`config.mk`:
```
export PLATFORM = sky130hd
export DESIGN_NAME = note_detect
export DESIGN_NICKNAME = d
export VERILOG_FILES = /design/src/rtl/note_detect.sv
export SDC_FILE = /design/constraint.sdc
export NUM_CORES = 1
export LEC_CHECK = 0
export ABC_AREA = 1
export BUFFER_PORTS_ARGS = -buffer_cell sky130_fd_sc_hd__buf_2
export CORE_MARGIN = 2
export CORE_UTILIZATION = 60
export DETAILED_ROUTE_END_ITERATION = 7
export HOLD_SLACK_MARGIN = 0.15
export PLACE_DENSITY = 0.8
export SLEW_MARGIN = 20
export SYNTH_ARGS = -nofsm -noshare
export SYNTH_HDL_FRONTEND = slang
export SYNTH_SLANG_ARGS = --single-unit
```
`constraint.sdc`:
```
create_clock -name clk -period 2.45 [get_ports clk]
set_clock_uncertainty 0.15 [all_clocks]
set_input_delay 0.735 -clock clk [delete_from_list [all_inputs] [get_ports clk]]
set_output_delay 0.735 -clock clk [all_outputs]
set_load 0.005 [all_outputs]
```
`src/rtl/note_detect.sv`:
```
`default_nettype none
// ============================================================================
// Module   : note_detect
// Purpose  : Tone receiver for the music-box audio path. Measures the full
//            period of an incoming square wave, classifies it into one of
//            the seven scale notes (do..si) and reports a debounced note
//            index together with the last measured period.
// Ports    : clk        - system clock
//            rst        - synchronous reset, active-high
//            tone_in    - asynchronous square-wave input
//            note       - 0 = silence/invalid, 1..7 = do..si
//            note_valid - high while note != 0
//            note_chg   - one-cycle pulse on every change of note
//            period     - last measured full period in clocks (saturates
//                         at TIMEOUT)
// Options  : NOTE_DETECT_GLITCH_EN - when defined, a glitch filter sits
//            between the synchronizer and the edge detector; the filtered
//            level only follows the input after GLITCH_LEN stable cycles.
// Revision : 1.0 - initial release
// ============================================================================

module note_detect #(
    parameter int CLK_HZ     = 25000000,
    parameter int MATCH_CNT  = 3,
    parameter int TIMEOUT    = 131071,
    parameter int GLITCH_LEN = 4
) (
    input  logic        clk,
    input  logic        rst,
    input  logic        tone_in,
    output logic [2:0]  note,
    output logic        note_valid,
    output logic        note_chg,
    output logic [16:0] period
);

    // ------------------------------------------------------------------
    // Nominal full periods. The tone generator toggles every CLK_HZ/f/2
    // clocks, so the full period is twice that truncated half period.
    // ------------------------------------------------------------------
    localparam int c_P_DO  = 2 * ((CLK_HZ / 262) / 2);
    localparam int c_P_RE  = 2 * ((CLK_HZ / 294) / 2);
    localparam int c_P_MI  = 2 * ((CLK_HZ / 330) / 2);
    localparam int c_P_FA  = 2 * ((CLK_HZ / 349) / 2);
    localparam int c_P_SOL = 2 * ((CLK_HZ / 392) / 2);
    localparam int c_P_LA  = 2 * ((CLK_HZ / 440) / 2);
    localparam int c_P_SI  = 2 * ((CLK_HZ / 494) / 2);

    // Band edges: midpoints between neighbouring nominal periods. The top
    // edge mirrors the do/re midpoint about do; the bottom edge is a fixed
    // fraction of the clock rate (about a 562 Hz upper frequency cutoff).
    localparam logic [16:0] c_EDGE_SI_LO  = 17'((CLK_HZ / 1000) * 89 / 50);
    localparam logic [16:0] c_EDGE_LA_SI  = 17'((c_P_LA  + c_P_SI ) / 2);
    localparam logic [16:0] c_EDGE_SOL_LA = 17'((c_P_SOL + c_P_LA ) / 2);
    localparam logic [16:0] c_EDGE_FA_SOL = 17'((c_P_FA  + c_P_SOL) / 2);
    localparam logic [16:0] c_EDGE_MI_FA  = 17'((c_P_MI  + c_P_FA ) / 2);
    localparam logic [16:0] c_EDGE_RE_MI  = 17'((c_P_RE  + c_P_MI ) / 2);
    localparam logic [16:0] c_EDGE_DO_RE  = 17'((c_P_DO  + c_P_RE ) / 2);
    localparam logic [16:0] c_EDGE_DO_HI  = 17'(2 * c_P_DO - (c_P_DO + c_P_RE) / 2);

    localparam logic [16:0] c_TIMEOUT = 17'(TIMEOUT);
    localparam logic [2:0]  c_MATCH   = 3'(MATCH_CNT);

    // ------------------------------------------------------------------
    // Input synchronizer
    // ------------------------------------------------------------------
    logic [1:0] r_sync;
    logic       w_lvl;
    logic       r_lvl_d;
    logic       w_rise;

    always_ff @(posedge clk) begin
        if (rst) begin
            r_sync <= 2'b00;
        end else begin
            r_sync <= {r_sync[0], tone_in};
        end
    end

`ifdef NOTE_DETECT_GLITCH_EN
    // ------------------------------------------------------------------
    // Glitch filter: the filtered level follows the synchronized input
    // only after the input has disagreed with it for GLITCH_LEN
    // consecutive cycles. Any return to agreement restarts the count, so
    // shorter pulses never reach the edge detector.
    // ------------------------------------------------------------------
    localparam int              c_GL_W    = $clog2(GLITCH_LEN + 1);
    localparam logic [c_GL_W-1:0] c_GL_LAST = c_GL_W'(GLITCH_LEN - 1);

    logic [c_GL_W-1:0] r_gl_cnt;
    logic              r_gl_lvl;

    always_ff @(posedge clk) begin
        if (rst) begin
            r_gl_cnt <= '0;
            r_gl_lvl <= 1'b0;
        end else if (r_sync[1] != r_gl_lvl) begin
            if (r_gl_cnt == c_GL_LAST) begin
                r_gl_lvl <= r_sync[1];
                r_gl_cnt <= '0;
            end else begin
                r_gl_cnt <= r_gl_cnt + c_GL_W'(1);
            end
        end else begin
            r_gl_cnt <= '0;
        end
    end

    assign w_lvl = r_gl_lvl;
`else
    assign w_lvl = r_sync[1];

    // GLITCH_LEN has no effect without the filter.
    logic w_unused_glitch_len;
    assign w_unused_glitch_len = (GLITCH_LEN != 0);
`endif

    // ------------------------------------------------------------------
    // Rising-edge detect on the conditioned level
    // ------------------------------------------------------------------
    always_ff @(posedge clk) begin
        if (rst) begin
            r_lvl_d <= 1'b0;
        end else begin
            r_lvl_d <= w_lvl;
        end
    end

    assign w_rise = w_lvl & ~r_lvl_d;

    // ------------------------------------------------------------------
    // Period measurement FSM
    // ------------------------------------------------------------------
    typedef enum logic [0:0] {
        S_IDLE  = 1'b0,
        S_ARMED = 1'b1
    } state_t;

    state_t      r_state;
    logic [16:0] r_cnt;
    logic [16:0] r_period;
    logic        r_cls_stb;
    logic        w_timeout;

    // A rising edge on the same cycle as the limit is handled as a normal
    // capture (of TIMEOUT, which classifies as out of band).
    assign w_timeout = (r_state == S_ARMED) && !w_rise && (r_cnt == c_TIMEOUT);

    always_ff @(posedge clk) begin
        if (rst) begin
            r_state   <= S_IDLE;
            r_cnt     <= '0;
            r_period  <= '0;
            r_cls_stb <= 1'b0;
        end else begin
            r_cls_stb <= 1'b0;
            case (r_state)
                S_IDLE: begin
                    // The first edge only starts the count; there is no
                    // preceding edge to measure against.
                    if (w_rise) begin
                        r_state <= S_ARMED;
                        r_cnt   <= 17'd1;
                    end
                end
                S_ARMED: begin
                    if (w_rise) begin
                        r_period  <= r_cnt;
                        r_cnt     <= 17'd1;
                        r_cls_stb <= 1'b1;
                    end else if (w_timeout) begin
                        r_period <= c_TIMEOUT;
                        r_cnt    <= '0;
                        r_state  <= S_IDLE;
                    end else begin
                        r_cnt <= r_cnt + 17'd1;
                    end
                end
            endcase
        end
    end

    // ------------------------------------------------------------------
    // Classification (half-open bands, registered)
    // ------------------------------------------------------------------
    logic [2:0] w_cand;
    logic [2:0] r_cand;
    logic       r_cand_stb;

    always_comb begin
        w_cand = 3'd0;
        if      (r_period >= c_EDGE_SI_LO  && r_period < c_EDGE_LA_SI ) w_cand = 3'd7;
        else if (r_period >= c_EDGE_LA_SI  && r_period < c_EDGE_SOL_LA) w_cand = 3'd6;
        else if (r_period >= c_EDGE_SOL_LA && r_period < c_EDGE_FA_SOL) w_cand = 3'd5;
        else if (r_period >= c_EDGE_FA_SOL && r_period < c_EDGE_MI_FA ) w_cand = 3'd4;
        else if (r_period >= c_EDGE_MI_FA  && r_period < c_EDGE_RE_MI ) w_cand = 3'd3;
        else if (r_period >= c_EDGE_RE_MI  && r_period < c_EDGE_DO_RE ) w_cand = 3'd2;
        else if (r_period >= c_EDGE_DO_RE  && r_period < c_EDGE_DO_HI ) w_cand = 3'd1;
    end

    always_ff @(posedge clk) begin
        if (rst) begin
            r_cand     <= 3'd0;
            r_cand_stb <= 1'b0;
        end else begin
            r_cand     <= w_cand;
            r_cand_stb <= r_cls_stb;
        end
    end

    // ------------------------------------------------------------------
    // Match / debounce logic
    // ------------------------------------------------------------------
    logic [2:0] r_prev_cand;
    logic [2:0] r_match;
    logic [2:0] w_match_nxt;
    logic [2:0] r_note;
    logic       r_note_chg;

    always_comb begin
        w_match_nxt = 3'd1;
        if (r_cand == r_prev_cand) begin
            w_match_nxt = (r_match >= c_MATCH) ? c_MATCH : r_match + 3'd1;
        end
    end

    always_ff @(posedge clk) begin
        if (rst) begin
            r_prev_cand <= 3'd0;
            r_match     <= 3'd0;
            r_note      <= 3'd0;
            r_note_chg  <= 1'b0;
        end else begin
            r_note_chg <= 1'b0;
            if (w_timeout) begin
                // Silence is reported immediately, without debouncing.
                r_match <= 3'd0;
                if (r_note != 3'd0) begin
                    r_note     <= 3'd0;
                    r_note_chg <= 1'b1;
                end
            end else if (r_cand_stb) begin
                r_prev_cand <= r_cand;
                r_match     <= w_match_nxt;
                if (w_match_nxt == c_MATCH && r_cand != r_note) begin
                    r_note     <= r_cand;
                    r_note_chg <= 1'b1;
                end
            end
        end
    end

    // ------------------------------------------------------------------
    // Outputs
    // ------------------------------------------------------------------
    assign note       = r_note;
    assign note_valid = (r_note != 3'd0);
    assign note_chg   = r_note_chg;
    assign period     = r_period;

endmodule

`default_nettype wire

```
Word-level counts from Yosys, hierarchy flattened
Index checks and enable logic that the tools add are counted.

$add $sub $neg: 2. Order comparisons: 15. Equality and inequality tests: 6. Muxes and demuxes: 27. Bitwise gates (word level): 4. Reduce and logical (&&, ||, !) cells: 20.

Operator list (count): < comparator 17 bit (second input constant) (5); two-way mux 17 bit (5); >= comparator 17 bit (second input constant) (4); >= comparator 17 x 16 -> 1 bit (second input constant) (3); < comparator 17 x 16 -> 1 bit (second input constant) (2); case mux 17 bit (2 select lines) (1); two-way mux 3 bit (10); adder 17 x 1 -> 17 bit (second input constant) (1); equality test 17 bit (second input constant) (1); logical AND 1 bit (10); two-way mux 1 bit (8); nonzero test 2 bit (3); two-way mux 2 bit (2); != test 2 bit (second input constant) (2); AND reduction 2 bit (2); OR reduction 2 bit (2); adder 3 x 1 -> 3 bit (second input constant) (1); equality test 3 x 2 -> 1 bit (second input constant) (1); equality test 3 bit (1); >= comparator 3 x 2 -> 1 bit (second input constant) (1); != test 3 bit (1); inverter 1 bit (3); AND reduction 3 bit (1); nonzero test 3 bit (1); other kinds (3) (3).

Bits in registers: 53. Input bits: 3.

Longest topological paths before layout
Depth in word-level cells: 9. Depth in mapped cells: 16. Gate-level depth less buffers: 16.

Worst setup path before layout
OpenSTA, ideal clock, no wires.

Path kind: reg2reg. Start: register r_cnt[1]. End: register r_note[1], in the netlist note[1]. Setup time: 71 ps. Arrival: 2007 ps. Required time: 2229 ps. Path slack: 222 ps. Stages on the path, launching flop included: 17. Buffers on the path: 0. Period minus slack after synthesis: 2228 ps. Path through: dfxtp_1 > ha_1 > nand2_1 > nor2_2 > nand3_2 > nor2_2 > nand2_1 > nor2_1 > ha_1 > nand2_1 > nor2_1 > nor2_4 > nand2_1 > nor2_2 > nand3_2 > nand3_1 > a21oi_1.

Longest elaborated chain between the ends: 4.

RTL lines: start: declaration (line 140) `logic [16:0] r_cnt;`; start signal: assignment (line 176) `r_cnt <= r_cnt + 17'd1;`; equality test 17 bit (*) (line 147) `assign w_timeout = (r_state == S_ARMED) && !w_rise && (r_cnt == c_TIMEOUT);`; logical AND 1 bit (*) (line 147); != test 2 bit (no line) or nonzero test 2 bit (tied branches); AND reduction 3 bit (no line); end signal: assignment (line 246) `r_note <= r_cand;`; end: declaration (line 217) `logic [2:0] r_note;`.

Mark *: on every way between the ends. The rest lies on a longest branch, timed or not. A chain may end at the register's enable or synchronous reset.

Final worst setup path
Start: register r_cnt[0]. End: register r_note[1], in the netlist note[1].

Same word-level chain as after synthesis.

==> out/qor.csv <==
stage,metric,value,unit
run_status,status,"finished, final reports clean",
placed_design,numPortBuffers,24,
logic_synthesis,synthesis.yosys.warnings,0,
finish,postLayoutCellArea,3373,um^2
finish,num_antenna_cells,0,
routing,drtPass1Iterations,5,
logic_synthesis,synthFlopType,sky130_fd_sc_hd__dfxtp_1,
setup_path,crit_fanout,7,
placed_design,finalWeightedCongestion,0.9164,
logic_synthesis,seq_area_frac_synth,0.3545,
timing,fin_crit,2.349,ns
routing,ant_nets,0,
logic_synthesis,synth.top_cell.area_share,0.3545,
timing,worst-slew-pin-transition,0.4359,ns
placed_design,place_hpwl,5454,um
clock_network,cts.reportedPaths.clkPinSlew,0.10,ns
floorplanning,fp.dieArea,5569,um^2
worst_hold_path,worst_hold_path_type,flip-flop to flip-flop,
floorplanning,floorplan.core_area,4755,um^2
floorplanning,placementRows,25,
logic_synthesis,synth_most_common_cell,sky130_fd_sc_hd__nand2_1,
routing,via_per_inst,5.538,
timing,timing.final.crit_share,0.9587,
routing,initialDrtViolationCount,278,
clock_network,cts.sink_count,53,
global_route,grt_first_pass_wirelength,11960,um
clock_network,cts_max_path_buffers,2,
routing,route.vias.total,3046,
clock_network,cts_tree,built,
logic_synthesis,synth_enable_flop_cells,0,
logic_synthesis,synthTopCellsByArea,"sky130_fd_sc_hd__dfxtp_1 35%, sky130_fd_sc_hd__nand2_1 13%, sky130_fd_sc_hd__inv_1 7.7%",
timing,report.final.slew_viol_count,0,
floorplanning,die_width,74.63,um
timing,final-setup-viol-count,0,
clock_network,insertion_delay,0.31,ns
power,vdd_drop_max,0.0003005,V
global_route,overflow,0,
routing,routed_wire_length_per_instance,13.38,um
setup_path,path_class,flip-flop to flip-flop,
finish,multi_input_area,1659,um^2
timing,fmax,0.4258,GHz
finish,area_growth_syn_to_layout,12.71,%
global_route,grt_util_all_layers,0.2751,
clock_network,tritoncts.num_buffers,5,
placed_design,dpl-instance-area,3213,um^2
floorplanning,ios,25,
logic_synthesis,synth-async-reset-ratio,0,
timing,hold_viol_final,0,
setup_path,start_kind,flip-flop,
logic_synthesis,yosys_reg_bits,53,
finish,layout-drive-gt1-share,0.1739,
logic_synthesis,syn_nets,459,
logic_synthesis,syn_area_per_cell,6.621,um^2
power,p_per_area,438.1,nW/um^2
logic_synthesis,synthesis.instances,452,
global_route,largest_net_degree_at_the_start_of_global_routing,35,
timing,whs,0.2599,ns
floorplanning,floorplan.die.height,74.63,um
routing,drc,0,
logic_synthesis,synth_common_cells,"105 x sky130_fd_sc_hd__nand2_1, 61 x sky130_fd_sc_hd__inv_1, 57 x sky130_fd_sc_hd__nor2_1",
power,static-leakage-power,1.403,nW
global_route,vias_in_the_first_global_route,2673,
finish,ff_latch_area,1066,um^2
flow_run,timing.max_cap.violations,0,
setup_path,critPathRequiredTime,2.55,ns
finish,final.fill_count,432,
logic_synthesis,synth_largest_area_cell,sky130_fd_sc_hd__dfxtp_1,
clock_network,hold_buffers,0,
timing,slew_headroom,0.7091,
finish,nets,489,
floorplanning,start_util,0.6295,
logic_synthesis,mappedNetlistArea,2993,um^2
setup_path,worstSetupEndpointType,flip-flop,
setup_path,worst-endpoint-arrival,2.45,ns
routing,drt_wl_total,7357,um
clock_network,h_tree_depth,2,
clock_network,cts_root_buffer,sky130_fd_sc_hd__clkbuf_8,
global_route,antenna_found_initial,0,
logic_synthesis,netlist-cell-type-count,32,
-- kinds of logic after synthesis --
logic type / Yosys count / share of synthesized area
adder cells (fa/ha/maj): 4 / 0.01672
buffers and inverters: 80 / 0.1041
XOR/XNOR: 1 / 0.002927
flip-flops: 53 / 0.3545
AO/OA/AOI/OAI: 85 / 0.1781
AND/OR/NAND/NOR: 229 / 0.3436
-- metrics by stage --
stage	total power (W)	std cells	worst slack (ns)	util	setup TNS, ns
after floorplan	0.0009629	452	0.2218	-	0
after global placement	0.0009873	539	0.08709	0.6758	0
after detailed placement	0.0009886	539	-0.02237	0.6758	-0.04181
after CTS	0.001493	547	0.03851	0.6961	0
after global routing	0.001543	550	-0.07020	0.7095	-0.1957
final	0.001478	550	0.1012	0.7095	0
-- cells in the final DEF, fill, tap and decap left out, types with 3 or more instances in the layout --
cell                       instances
sky130_fd_sc_hd__nor2_4            6
sky130_fd_sc_hd__nor2_1           55
sky130_fd_sc_hd__buf_4            10
sky130_fd_sc_hd__nand4_1           7
sky130_fd_sc_hd__a221oi_2          6
sky130_fd_sc_hd__buf_2            24
sky130_fd_sc_hd__o21ai_0          27
sky130_fd_sc_hd__a211oi_1          4
sky130_fd_sc_hd__inv_1            60
sky130_fd_sc_hd__nor3_1           12
sky130_fd_sc_hd__nor2_2            3
sky130_fd_sc_hd__dfxtp_1          49
sky130_fd_sc_hd__a221oi_1          7
sky130_fd_sc_hd__nand2_1         102
sky130_fd_sc_hd__dfxtp_2           4
sky130_fd_sc_hd__a21oi_1          34
sky130_fd_sc_hd__nand2_2           3
sky130_fd_sc_hd__clkbuf_8          5
sky130_fd_sc_hd__nand3_1          32
sky130_fd_sc_hd__inv_2             8
-- what timing repair did --
action,in CTS,in global routing
resized for setup,1,15
endpoints found under the setup margin,3,17
pin swaps,0,5
buffers inserted,0,3
-- final timing paths --
path,startpoint,to,slack (ns),cells after the start
setup / recovery,r_cnt[0],note[1],0.10,16
hold / removal,r_sync[0],r_sync[1],0.26,2
setup reg to reg,r_cnt[0],note[1],0.10,16
hold reg to reg,r_sync[0],r_sync[1],0.26,2
-- sequential cells by signal, summed over array words and instances (netlist names), 2 cells and up --
name	count
period	17
r_sync	2
note	3
r_prev_cand	3
r_cnt	17
r_cand	3
r_match	3
-- worst max-delay path: stages (launching register included) --
cell and delay (ns):
sky130_fd_sc_hd__dfxtp_2 0.35, sky130_fd_sc_hd__ha_2 0.19, sky130_fd_sc_hd__nand2_2 0.08, sky130_fd_sc_hd__nor2_4 0.12, sky130_fd_sc_hd__nand3_2 0.11, sky130_fd_sc_hd__nor2_4 0.14
sky130_fd_sc_hd__nand2_2 0.06, sky130_fd_sc_hd__nor2_2 0.13, sky130_fd_sc_hd__ha_2 0.20, sky130_fd_sc_hd__nand2_2 0.09, sky130_fd_sc_hd__nor2_4 0.14, sky130_fd_sc_hd__nor2_4 0.06
sky130_fd_sc_hd__nand2_1 0.08, sky130_fd_sc_hd__nor2_2 0.05, sky130_fd_sc_hd__nand3_2 0.09, sky130_fd_sc_hd__nand3_1 0.09, sky130_fd_sc_hd__a21oi_1 0.15
-- where the power goes --
part / leakage, nW / internal (W) / switching (W) / total (W)
Sequential: 0.430 / 0.000871 / 0.0000111 / 0.000882
Clock: 0.0452 / 0.000209 / 0.000299 / 0.000507
Combinational: 0.928 / 0.0000280 / 0.0000610 / 0.0000890
Total: 1.40 / 0.00111 / 0.000371 / 0.00148
-- area by class of cell --
cell class	count	share of cell area
multi-input cells	319	0.4918
flip-flops and latches	53	0.3160
inverters	68	0.07567
repair buffers	35	0.06380
well taps	67	0.02485
clock buffers	5	0.02040
clock inverters	3	0.007418
-- layer usage --
metal,vias up,wire length [um],share of wire,global-route usage
met5,-,0,0,0
met4,0,85,0.012,0.07540
met3,10,384,0.052,0.04150
met2,98,3488,0.47,0.4356
met1,1396,3399,0.46,0.3941
li1,1542,-,-,-
No activity file was read; power rests on OpenSTA's default activity.
